**config.mk**
```make
export PLATFORM = sky130hd
export DESIGN_NAME = cxd2545_cmd_rx
export DESIGN_NICKNAME = d
export VERILOG_FILES = /design/src/rtl/cxd2545_pkg.sv /design/src/rtl/cxd2545_sync_edge.sv /design/src/rtl/cxd2545_cmd_rx.sv
export SDC_FILE = /design/constraint.sdc
export NUM_CORES = 1
export LEC_CHECK = 0
export CAP_MARGIN = 30
export CORE_MARGIN = 1
export CORE_UTILIZATION = 45
export DETAILED_ROUTE_END_ITERATION = 16
export SETUP_SLACK_MARGIN = 0.02
export SLEW_MARGIN = 25
export SYNTH_ARGS = -nofsm -noshare
export SYNTH_HDL_FRONTEND = slang
export SYNTH_SLANG_ARGS = --single-unit
```
**constraint.sdc**
```tcl
create_clock -name sclk -period 2.7 [get_ports sclk]
set_clock_uncertainty 0.15 [all_clocks]
set_input_delay 0.405 -clock sclk [delete_from_list [all_inputs] [get_ports sclk]]
set_output_delay 0.405 -clock sclk [all_outputs]
set_load 0.1 [all_outputs]
```
**src/rtl/cxd2545_pkg.sv**
```systemverilog
// Shared constants and types for the CXD2545 command front end, SENS selector and servo model.
package cxd2545_pkg;

   localparam int CMD_MAX_BITS = 24;

   localparam logic [1:0] LEN_8  = 2'd1;
   localparam logic [1:0] LEN_16 = 2'd2;
   localparam logic [1:0] LEN_24 = 2'd3;

   typedef enum logic [1:0] {
      RX_IDLE  = 2'd0,
      RX_SHIFT = 2'd1,
      RX_OVF   = 2'd2
   } rx_state_e;

   // Command group addresses as seen in frame[7:4].
   typedef enum logic [3:0] {
      GRP_FOCUS_CTRL = 4'h0,
      GRP_TRK_CTRL   = 4'h1,
      GRP_TRK_MODE   = 4'h2,
      GRP_SELECT     = 4'h3,
      GRP_AUTO_SEQ   = 4'h4,
      GRP_BLIND_BRK  = 4'h5,
      GRP_KICK_TIME  = 4'h6,
      GRP_SEQ_TRACK  = 4'h7,
      GRP_MODE_SPEC  = 4'h8,
      GRP_FUNC_SPEC  = 4'h9,
      GRP_AUDIO_CTRL = 4'hA,
      GRP_TRAV_CNT   = 4'hB,
      GRP_SPDL_COEF  = 4'hC,
      GRP_CLV_CTRL   = 4'hD,
      GRP_CLV_MODE   = 4'hE,
      GRP_RESERVED   = 4'hF
   } cmd_grp_e;

   function automatic logic [1:0] len_code(input logic [4:0] bits);
      case (bits)
         5'd8:    len_code = LEN_8;
         5'd16:   len_code = LEN_16;
         5'd24:   len_code = LEN_24;
         default: len_code = 2'd0;
      endcase
   endfunction

endpackage

```
**src/rtl/cxd2545_sync_edge.sv**
```systemverilog
// N-stage synchronizer with registered rise/fall detect; lvl_o is aligned with the edge strobes.
module cxd2545_sync_edge #(
   parameter int   STAGES  = 2,
   parameter logic RST_VAL = 1'b0
) (
   input  logic sclk,
   input  logic rst_n,
   input  logic async_i,
   output logic lvl_o,
   output logic rise_o,
   output logic fall_o
);

   logic [STAGES-1:0] sync_q;
   logic              dly_q, rise_q, fall_q;

   always_ff @(posedge sclk or negedge rst_n) begin
      if (!rst_n) begin
         sync_q <= {STAGES{RST_VAL}};
         dly_q  <= RST_VAL;
         rise_q <= 1'b0;
         fall_q <= 1'b0;
      end else begin
         sync_q <= {sync_q[STAGES-2:0], async_i};
         dly_q  <= sync_q[STAGES-1];
         rise_q <= sync_q[STAGES-1] & ~dly_q;
         fall_q <= ~sync_q[STAGES-1] & dly_q;
      end
   end

   assign lvl_o  = dly_q;
   assign rise_o = rise_q;
   assign fall_o = fall_q;

endmodule

```
**src/rtl/cxd2545_cmd_rx.sv**
```systemverilog
// Oversampling MCU command receiver: frames bits on serial clk, validates on xlat fall, keeps a per-address bank.
module cxd2545_cmd_rx
   import cxd2545_pkg::*;
#(
   parameter int SYNC_STAGES = 2
) (
   input  logic        sclk,
   input  logic        rst_n,
   input  logic        clk,
   input  logic        data,
   input  logic        xlat,
   output logic        cmd_valid,
   output logic [3:0]  cmd_addr,
   output logic [19:0] cmd_data,
   output logic [1:0]  cmd_len,
   output logic        frame_err,
   output logic [7:0]  cmd_cnt,
   input  logic [3:0]  rd_addr,
   output logic [19:0] rd_data
);

   localparam logic [4:0] MAX_BITS = 5'(CMD_MAX_BITS);
   localparam logic [4:0] SAT_BITS = 5'(CMD_MAX_BITS + 1);

   logic clk_lvl, clk_rise, clk_fall;
   logic data_lvl, data_rise, data_fall;
   logic xlat_lvl, xlat_rise, xlat_fall;
   logic unused_edges;

   cxd2545_sync_edge #(.STAGES(SYNC_STAGES), .RST_VAL(1'b0)) u_sync_clk (
      .sclk(sclk), .rst_n(rst_n), .async_i(clk),
      .lvl_o(clk_lvl), .rise_o(clk_rise), .fall_o(clk_fall));

   cxd2545_sync_edge #(.STAGES(SYNC_STAGES), .RST_VAL(1'b0)) u_sync_data (
      .sclk(sclk), .rst_n(rst_n), .async_i(data),
      .lvl_o(data_lvl), .rise_o(data_rise), .fall_o(data_fall));

   // xlat idles high, so its chain resets high to avoid a spurious fall.
   cxd2545_sync_edge #(.STAGES(SYNC_STAGES), .RST_VAL(1'b1)) u_sync_xlat (
      .sclk(sclk), .rst_n(rst_n), .async_i(xlat),
      .lvl_o(xlat_lvl), .rise_o(xlat_rise), .fall_o(xlat_fall));

   assign unused_edges = ^{clk_lvl, clk_fall, data_rise, data_fall, xlat_rise};

   rx_state_e   state_q;
   logic [23:0] frame_q;
   logic [4:0]  bitcnt_q;
   logic        cmd_valid_q, frame_err_q;
   logic [3:0]  cmd_addr_q;
   logic [19:0] cmd_data_q;
   logic [1:0]  cmd_len_q;
   logic [7:0]  cmd_cnt_q;
   logic [19:0] bank_q [16];

   always_ff @(posedge sclk or negedge rst_n) begin
      if (!rst_n) begin
         state_q     <= RX_IDLE;
         frame_q     <= '0;
         bitcnt_q    <= '0;
         cmd_valid_q <= 1'b0;
         frame_err_q <= 1'b0;
         cmd_addr_q  <= '0;
         cmd_data_q  <= '0;
         cmd_len_q   <= '0;
         cmd_cnt_q   <= '0;
         for (int i = 0; i < 16; i++) bank_q[i] <= '0;
      end else begin
         cmd_valid_q <= 1'b0;
         frame_err_q <= 1'b0;
         // Bank commits during the strobe cycle, so a same-cycle read still sees the old entry.
         if (cmd_valid_q) bank_q[cmd_addr_q] <= cmd_data_q;

         if (xlat_fall) begin
            state_q  <= RX_IDLE;
            frame_q  <= '0;
            bitcnt_q <= '0;
            case (bitcnt_q)
               5'd8, 5'd16, 5'd24: begin
                  cmd_valid_q <= 1'b1;
                  cmd_addr_q  <= frame_q[7:4];
                  cmd_data_q  <= {frame_q[23:8], frame_q[3:0]};
                  cmd_len_q   <= len_code(bitcnt_q);
                  cmd_cnt_q   <= cmd_cnt_q + 8'd1;
               end
               5'd0:    ;
               default: frame_err_q <= 1'b1;
            endcase
         end else if (clk_rise && xlat_lvl) begin
            if (bitcnt_q < MAX_BITS) frame_q[bitcnt_q] <= data_lvl;
            if (bitcnt_q != SAT_BITS) bitcnt_q <= bitcnt_q + 5'd1;
            case (state_q)
               RX_IDLE:  state_q <= RX_SHIFT;
               RX_SHIFT: if (bitcnt_q == MAX_BITS) state_q <= RX_OVF;
               default:  state_q <= state_q;
            endcase
         end
      end
   end

   assign cmd_valid = cmd_valid_q;
   assign frame_err = frame_err_q;
   assign cmd_addr  = cmd_addr_q;
   assign cmd_data  = cmd_data_q;
   assign cmd_len   = cmd_len_q;
   assign cmd_cnt   = cmd_cnt_q;
   assign rd_data   = bank_q[rd_addr];

endmodule

```
Yosys cells after proc, flatten, opt, wreduce, memory -nomap -nowiden
Index checks and enable logic that the tools add are counted.
{ "totals": {"reg_bits": 396, "elab_cells": 82} }
{ "op_classes": {"muxes": 20, "n_lt_le_gt_ge": 6, "n_eq_ne": 4, "n_addsub": 2, "n_reduce_logical": 12, "bitwise_logic": 6} }
{ "op_table": {"columns": ["cell", "n"], "rows": [
  ["$bwmux W320", 1],
  ["$bmux W20 S4", 1],
  ["$demux W20 S4", 1],
  ["$mux W24", 3],
  ["$mux W20", 3],
  ["$bwmux W24", 1],
  ["$mux W5", 3],
  ["$eq A5 B5 Y1 const B", 2],
  ["$ge A5 B5 Y1 const B", 2],
  ["$not A4 Y5", 2],
  ["$add A8 B1 Y8 const B", 1],
  ["$lt A5 B6 Y1 const B", 1],
  ["$pmux W2 S3", 1],
  ["$reduce_and A2 Y1", 3],
  ["$reduce_bool A2 Y1", 3],
  ["$add A5 B1 Y5 const B", 1],
  ["$demux W1 S5", 1],
  ["$eq A5 B4 Y1 const B", 1],
  ["$ge A5 B1 Y1 const B", 1],
  ["$logic_not A5 Y1", 1],
  ["$lt A5 B1 Y1 const B", 1],
  ["$lt A5 B5 Y1 const B", 1],
  ["$mux W1", 5],
  ["$ne A5 B5 Y1 const B", 1],
  ["other kinds (5)", 9]
]} }

Logic depth before layout (Yosys ltp)
Gate-level depths: netlist of run 1.
{ "logic_depth": {"depth_word": 8, "depth_mapped": 9, "depth_no_buf": 7} }

By module
From an unflattened synthesis of run 1, not the netlist that was laid out.
{ "unflattened": {"hier_cells": 1200, "hier_area_um2": 17585.6} }
{ "modules_own_cells": {"columns": ["mod", "cells_each", "instances", "area_each_um2"], "rows": [
  ["cxd2545_cmd_rx", 1179, 1, 17161.5],
  ["cxd2545_sync_edge (u_sync_clk ...)", 7, 2, 140.1],
  ["cxd2545_sync_edge (u_sync_xlat)", 7, 1, 143.9]
]} }

Least setup slack after synthesis of run 1
No wires, ideal clock.
{ "synth_timing": {"path_type": "input to output", "from": "input port rd_addr[0]", "to": "output port rd_data[18]", "required_time_ns": 2.145, "cell_stages": 5, "slack_ns": 0.081, "path_buffers": 2, "arrival_ns": 2.064, "cell_sequence": "buf_2 -> buf_2 -> mux4_2 -> a22oi_1 -> nand2_1"} }
{ "synth_between": {"elab_chain_cells": 4} }
{ "synth_rtl": {"columns": ["element", "line", "source"], "rows": [
  ["start: declaration", "cxd2545_cmd_rx.sv:18", "input logic [3:0] rd_addr,"],
  ["$not A4 Y5 (not written as such)", "cxd2545_cmd_rx.sv:106", "assign rd_data = bank_q[rd_addr];"],
  ["$bmux W20 S4", "cxd2545_cmd_rx.sv:106", null],
  ["$mux W20 (not written as such) (2 in a row)", "cxd2545_cmd_rx.sv:106", null],
  ["end: declaration", "cxd2545_cmd_rx.sv:19", "output logic [19:0] rd_data"]
]} }
Every way passes these cells. The select of a mux whose other input is x is not followed.

Worst setup path after layout of run 1
{ "layout_timing": {"from": "register bank_q[85] in the netlist's numbering", "to": "output port rd_data[5]"} }
{ "layout_between": {"elab_chain_cells": 3} }
{ "layout_rtl": {"columns": ["element", "line", "source"], "rows": [
  ["start: declaration", "cxd2545_cmd_rx.sv:53", "logic [19:0] bank_q [16];"],
  ["start signal: indexed assignment", "cxd2545_cmd_rx.sv:71", "if (cmd_valid_q) bank_q[cmd_addr_q] <= cmd_data_q;"],
  ["$bmux W20 S4", "cxd2545_cmd_rx.sv:106", null],
  ["$mux W20 (not written as such) (2 in a row)", "cxd2545_cmd_rx.sv:106", null]
]} }
Every way passes these cells. The select of a mux whose other input is x is not followed.

==> flow_summary.ini, run 1 <==
[run_status]
run_status = completed

[yosys]
synth.yosys.seq_area_share = 0.568
synth.ff_latch_count = 396
netlist_area_sq_um = 17400
synthCells = 1194
netlist-cell-type-count = 33
mappedNetlistNets = 1208
yosys_warnings = 0
synth.avg_cell_area_sq_um = 14.6

[setup_path]
timing.setup.critical_path_class = reg -> out
critPathMaxStageDelay_ns = 0.47
timing.critical_path.required_ns = 2.14
worst_setup_path_end_kind = output port
arrival_ns = 2.02
critical_path_peak_fanout = 2
path_buf_inv = 1
cp_cell_sequence = mux4_2 -> a22oi_1 -> nand2_1 -> buf_12
worst_path_dominant_cell_family = multiplexers
crit_slowest_cell = sky130_fd_sc_hd__mux4_2
critPathLaunchType = flop

[sta]
post-route-worst-setup-slack_ns = 0.121
portion_of_the_clock_cycle_consumed_by_the_worst_path_in_the_final_layout = 0.955
setup_repair_after_global_routing_missed_its_margin = false
timing.setup.tns_ns = 0
tightest_pin_transition_ns = 0.767
finalHoldViolCount = 0
finalSetupViolCount = 0
period_needed_ns = 2.58
final.hold.worst_slack_ns = 0.124
maxClockFrequency_mhz = 388
timing.max_slew.rel_slack = 0.489
timing_max_transition_violations_final = 0

[grt]
grt_pass1_vias = 10942
antenna_found_initial = 1
globalRoute.totalOverflow = 0
grt_start_max_net_pins = 77
tot_gr_track_use = 0.225
grt_first_pass_wirelength_mm = 66.6

[flow_run]
drv.max_cap_violation_count = 0

[placed_design]
post-place-ws_ns = 0.0652
io_buffer_count = 64
place.gp.congestion = 0.722
hpwlAfterDp_mm = 25.5

[power]
power_leakage_nw = 10.2
power_density_nw_per_um2 = 610
power.ir.vdd_worst_v = 0.000463

[floorplan]
fp.dieH_microns = 199
num_io_pins = 65
floorplan.initialDensity = 0.460
die_width_microns = 199
std_cell_rows = 71
fp.dieArea_sq_um = 39600
core-area_sq_um = 37900

[routing]
final_routed_wirelength_across_all_metal_layers_mm = 42.2
first_pass_iters = 4
via_per_inst = 5.64
postRouteAntennaNets = 0
initialDrtViolationCount = 602
drt-wirelength-per-cell_microns = 23.3
via_count = 10217
drt_drc_violations_left = 0

[hold_path]
hold_path_class = in -> reg

[clock_network]
cts_tree = built
number_of_sinks_on_the_clock_net = 396
cts.htree.levels = 2
clkTransAtPathRegs_ns = 0.06
cts-root-to-sink-buffers = 3
clock_tree.root_cell = sky130_fd_sc_hd__clkbuf_16
cts.repair_timing.setup_buffer_count = 0
cts_made_buffers = 44
clock_latency_ns = 0.53

[cells_and_area]
antenna_cells = 0
post_route_cells_drive_above_1_share = 0.459
final_nets = 1282
areaGrowthSynthToFinish_pct = 18.3
## cells in the mapped netlist
library cell	number	area (sq um)
sky130_fd_sc_hd__inv_1	3	11.3
sky130_fd_sc_hd__and3b_1	2	17.5
sky130_fd_sc_hd__mux2i_1	24	240
sky130_fd_sc_hd__a22oi_1	40	300
sky130_fd_sc_hd__mux4_2	80	1800
sky130_fd_sc_hd__nand2b_1	2	12.5
sky130_fd_sc_hd__o21ai_0	1	5.00
sky130_fd_sc_hd__nand2_1	109	409
sky130_fd_sc_hd__mux2_1	10	113
sky130_fd_sc_hd__nor2_1	40	150
sky130_fd_sc_hd__nand3b_1	5	37.5
sky130_fd_sc_hd__buf_2	42	210
sky130_fd_sc_hd__clkbuf_2	1	5.00
sky130_fd_sc_hd__dfrtp_1	393	9830
sky130_fd_sc_hd__clkbuf_1	51	191
sky130_fd_sc_hd__buf_4	6	45.0
sky130_fd_sc_hd__xor2_1	4	35.0
sky130_fd_sc_hd__o211ai_1	1	7.51
sky130_fd_sc_hd__o21a_1	1	7.51
sky130_fd_sc_hd__and3_1	3	18.8
sky130_fd_sc_hd__nor3b_1	4	30.0
sky130_fd_sc_hd__dfstp_2	3	78.8
sky130_fd_sc_hd__nand4_1	22	138
sky130_fd_sc_hd__ha_1	5	62.6
sky130_fd_sc_hd__nand3_1	10	50.1
sky130_fd_sc_hd__nor2b_1	5	31.3
sky130_fd_sc_hd__xnor2_1	5	43.8
sky130_fd_sc_hd__nor3_1	4	20.0
sky130_fd_sc_hd__a21oi_1	2	10.0
sky130_fd_sc_hd__and2_1	2	12.5
sky130_fd_sc_hd__mux2_2	310	3490
sky130_fd_sc_hd__or3_1	3	18.8
sky130_fd_sc_hd__and2b_1	1	7.51
## per-stage QoR
stage	area [sq um]	instances	power, mW	utilization
finish	20600	1813	12.6	0.544
global route	20600	1813	13.0	0.544
CTS	20600	1813	12.8	0.544
detailed placement	19100	1732	6.51	0.504
global placement	19100	1732	6.51	0.504
floorplan	17400	1194	6.25	-
## worst reg2reg max path, delay by kind of cell (launching register included)
family | cells | cell delay [ns]
buffers and inverters | 1 | 0.25
multiplexers | 1 | 0.36
flip-flops | 1 | 0.51
AND/OR/NAND/NOR | 2 | 0.76
## cell families after synthesis
logic type	synth area share
xor gates and xnor gates	0.00452
buffers and inverters	0.0265
adders and majority gates	0.00359
DFF	0.568
and+or+nand+nor	0.0546
muxes	0.324
AOI/OAI and AO/OA	0.0189
## power by group
group | internal [mW] | switching [mW]
Combinational | 0.140 | 0.282
Sequential | 5.95 | 0.0163
Clock | 3.82 | 2.39
Total | 9.91 | 2.69
## per-layer routing
layer,wire length [microns],global-route usage
met4,742,0.0496
met5,0,0
met3,1660,0.0298
met1,19300,0.325
met2,20500,0.364
## final timing paths
path / from / slack, ns / cells after the start / end
worst max-delay path: bank_q[85]$_DFFE_PN0P_ / 0.12 / 4 / rd_data[5]
worst min-delay path: xlat / 0.12 / 1 / u_sync_xlat.sync_q[0]$_DFF_PN1_
worst max register to register: cmd_addr[0]$_DFFE_PN0P_ / 0.55 / 4 / bank_q[196]$_DFFE_PN0P_
worst min register to register: u_sync_clk.sync_q[0]$_DFF_PN0_ / 0.20 / 0 / u_sync_clk.sync_q[1]$_DFF_PN0_
max in group asynchronous: rst_n / 1.32 / 3 / cmd_addr[0]$_DFFE_PN0P_
min in group asynchronous: rst_n / 0.30 / 2 / cmd_data[13]$_DFFE_PN0P_
## cell usage in the layout, fill, tap and decap left out, drive strengths merged, types with 6 or more instances in the layout
cell,netlist,routed
buf,48,122
dfrtp,393,393
clkbuf,52,66
a22oi,40,40
nand3,10,10
inv,3,6
nand2,109,109
nor2,40,40
mux2,320,320
nand4,22,22
mux2i,24,24
mux4,80,80
## sequential cells by signal, summed over array words and instances, names as in the netlist, 2 cells and up
name	cells
u_sync_xlat.sync_q	2
bank_q	320
cmd_data	20
u_sync_clk.sync_q	2
frame_q	24
cmd_len	2
u_sync_data.sync_q	2
cmd_cnt	8
cmd_addr	4
bitcnt_q	5
## final cells by class
type | instances | area [sq um]
well taps | 511 | 639
inverters | 3 | 11.3
clock inverters | 14 | 209
multi-input cells | 695 | 7100
repair buffers | 128 | 1470
flip-flops and latches | 396 | 9910
clock buffers | 66 | 1310
fillers | 3126 | 17300
## what timing repair did
| action | CTS | global route |
|---|---|---|
| endpoints found under the hold margin | 62 | 0 |
| hold buffers | 1 | 0 |
| gates resized for setup | 0 | 2 |
| endpoints found under the setup margin | 0 | 2 |
No activity file was read; power rests on OpenSTA's default activity.
==> run 2, diff against run 1 <==
Settings changed: RECOVER_POWER set to 100.
==> run 2 against run 1 <==
  * Total power fell by 0.17%
  * Largest power group unchanged
  * Sequential power is essentially flat
  * Core utilization shrank 1.3 points
  * Non-clock buffer count is the same
  * Wire length rose by 0.20%
  * Clock power barely moved
==> flow_summary.ini, run 2 (synthesis gave the netlist of run 1 again) <==
[floorplan]
core-area_sq_um = 37900
fp.dieH_microns = 199
floorplan.initialDensity = 0.460
std_cell_rows = 71
num_io_pins = 65
fp.dieArea_sq_um = 39600
die_width_microns = 199

[grt]
antenna_found_initial = 1
grt_first_pass_wirelength_mm = 66.6
grt_pass1_vias = 10942
globalRoute.totalOverflow = 0
tot_gr_track_use = 0.225
grt_start_max_net_pins = 77

[cells_and_area]
post_route_cells_drive_above_1_share = 0.434
mostFrequentLayoutCell = sky130_fd_sc_hd__dfrtp_1
highest_count_cells_in_the_layout_ignoring_fill_and_taps = sky130_fd_sc_hd__dfrtp_1 (393), sky130_fd_sc_hd__mux2_2 (310), sky130_fd_sc_hd__nand2_1 (108), sky130_fd_sc_hd__mux4_2 (80)
areaGrowthSynthToFinish_pct = 15.5
stdcell_count = 1813
largest_register = bank_q
final_nets = 1282
antenna_cells = 0
largest_register_ffs = 320
layout.core_utilization = 0.531

[routing]
initialDrtViolationCount = 630
postRouteAntennaNets = 0
drt_drc_violations_left = 0
drt-wirelength-per-cell_microns = 23.3
first_pass_iters = 4
via_per_inst = 5.65
final_routed_wirelength_across_all_metal_layers_mm = 42.2
via_count = 10242

[power]
power_density_nw_per_um2 = 624
power_leakage_nw = 9.99
total_power_mw = 12.6
power.ir.vdd_worst_v = 0.000463

[flow_run]
drv.max_cap_violation_count = 0

[clock_network]
cts_made_buffers = 44
clock_latency_ns = 0.53
cts.htree.levels = 2
clock_tree.root_cell = sky130_fd_sc_hd__clkbuf_16
clkTransAtPathRegs_ns = 0.06
number_of_sinks_on_the_clock_net = 396
cts_tree = built
cts-root-to-sink-buffers = 3

[sta]
timing_max_transition_violations_final = 0
period_needed_ns = 2.59
maxClockFrequency_mhz = 387
tightest_pin_transition_ns = 1.22
finalHoldViolCount = 0
portion_of_the_clock_cycle_consumed_by_the_worst_path_in_the_final_layout = 0.958
finalSetupViolCount = 0
timing.setup.tns_ns = 0
setup_repair_after_global_routing_missed_its_margin = false
final.hold.worst_slack_ns = 0.201
timing.max_slew.rel_slack = 0.185

[placed_design]
post-place-cells = 1732
place.gp.congestion = 0.722
hpwlAfterDp_mm = 25.5
io_buffer_count = 64

[setup_path]
critical_path_peak_fanout = 2
worst_setup_path_end_kind = output port
arrival_ns = 2.03
timing.critical_path.required_ns = 2.14
timing.setup.critical_path_class = reg -> out
critPathLaunchType = flop

[run_status]
run_status = completed

[hold_path]
hold_path_class = reg -> reg
## run 2: changes by cell type in the layout (fill, tap and decap cells not counted), sizes merged
cell,before,now
buf,122,47
dlygate4sd3,1,4
clkbuf,66,141
clkdlybuf4s50,5,2
## run 2: power breakdown
part	leakage [nW]	internal, mW	switching [mW]	total [mW]
registers	5.51	5.95	0.0163	5.97
clock network	0.743	3.82	2.39	6.21
logic	3.74	0.119	0.279	0.398
## run 2: final timing paths
check	cells past startpoint	slack (ns)	startpoint	to
max in group asynchronous	3	0.49	rst_n	bank_q[90]$_DFFE_PN0P_
worst min-delay path	0	0.20	u_sync_clk.sync_q[0]$_DFF_PN0_	u_sync_clk.sync_q[1]$_DFF_PN0_
worst max register to register	4	0.26	cmd_addr[2]$_DFFE_PN0P_	bank_q[155]$_DFFE_PN0P_
worst min register to register	0	0.20	u_sync_clk.sync_q[0]$_DFF_PN0_	u_sync_clk.sync_q[1]$_DFF_PN0_
worst max-delay path	4	0.11	bank_q[99]$_DFFE_PN0P_	rd_data[19]
min in group asynchronous	2	0.27	rst_n	cmd_data[13]$_DFFE_PN0P_
## run 2: timing repair
action                     4_1_cts  5_1_grt
setup endpoints to repair        0        2
hold buffers                     1        0
gates resized for setup          0        2
hold endpoints to repair        62        0
setup buffers                    0        0
## run 2: area by class of cell
type | count | area (sq um)
Clock buffer | 66 | 1310
Inverter | 3 | 11.3
Tap cell | 511 | 639
Timing Repair Buffer | 128 | 973
Multi-Input combinational cell | 695 | 7090
Clock inverter | 14 | 209
Fill cell | 3215 | 17800
Sequential cell | 396 | 9910
## run 2: through the flow
step	setup slack [ns]	area, sq um
after global routing	0.0346	20100
after CTS	0.0522	20600
final	0.113	20100
after global placement	0.0555	19100
after detailed placement	0.0652	19100
after floorplan	0.0813	17400
## run 2: metal layers
| metal | GRT usage | up-vias | wire length (microns) | part of all wire |
|---|---|---|---|---|
| met2 | 0.364 | 184 | 20400 | 0.48 |
| met1 | 0.325 | 5513 | 19400 | 0.46 |
| met5 | 0 | - | 0 | 0 |
| li1 | - | 4490 | - | - |
| met3 | 0.0298 | 55 | 1650 | 0.039 |
| met4 | 0.0496 | 0 | 738 | 0.017 |
## run 2: critical path: stages (launching register included)
cell and delay [ns]:
sky130_fd_sc_hd__dfrtp_1 0.39, sky130_fd_sc_hd__mux4_2 0.47, sky130_fd_sc_hd__a22oi_1 0.23, sky130_fd_sc_hd__nand2_1 0.18, sky130_fd_sc_hd__buf_6 0.23
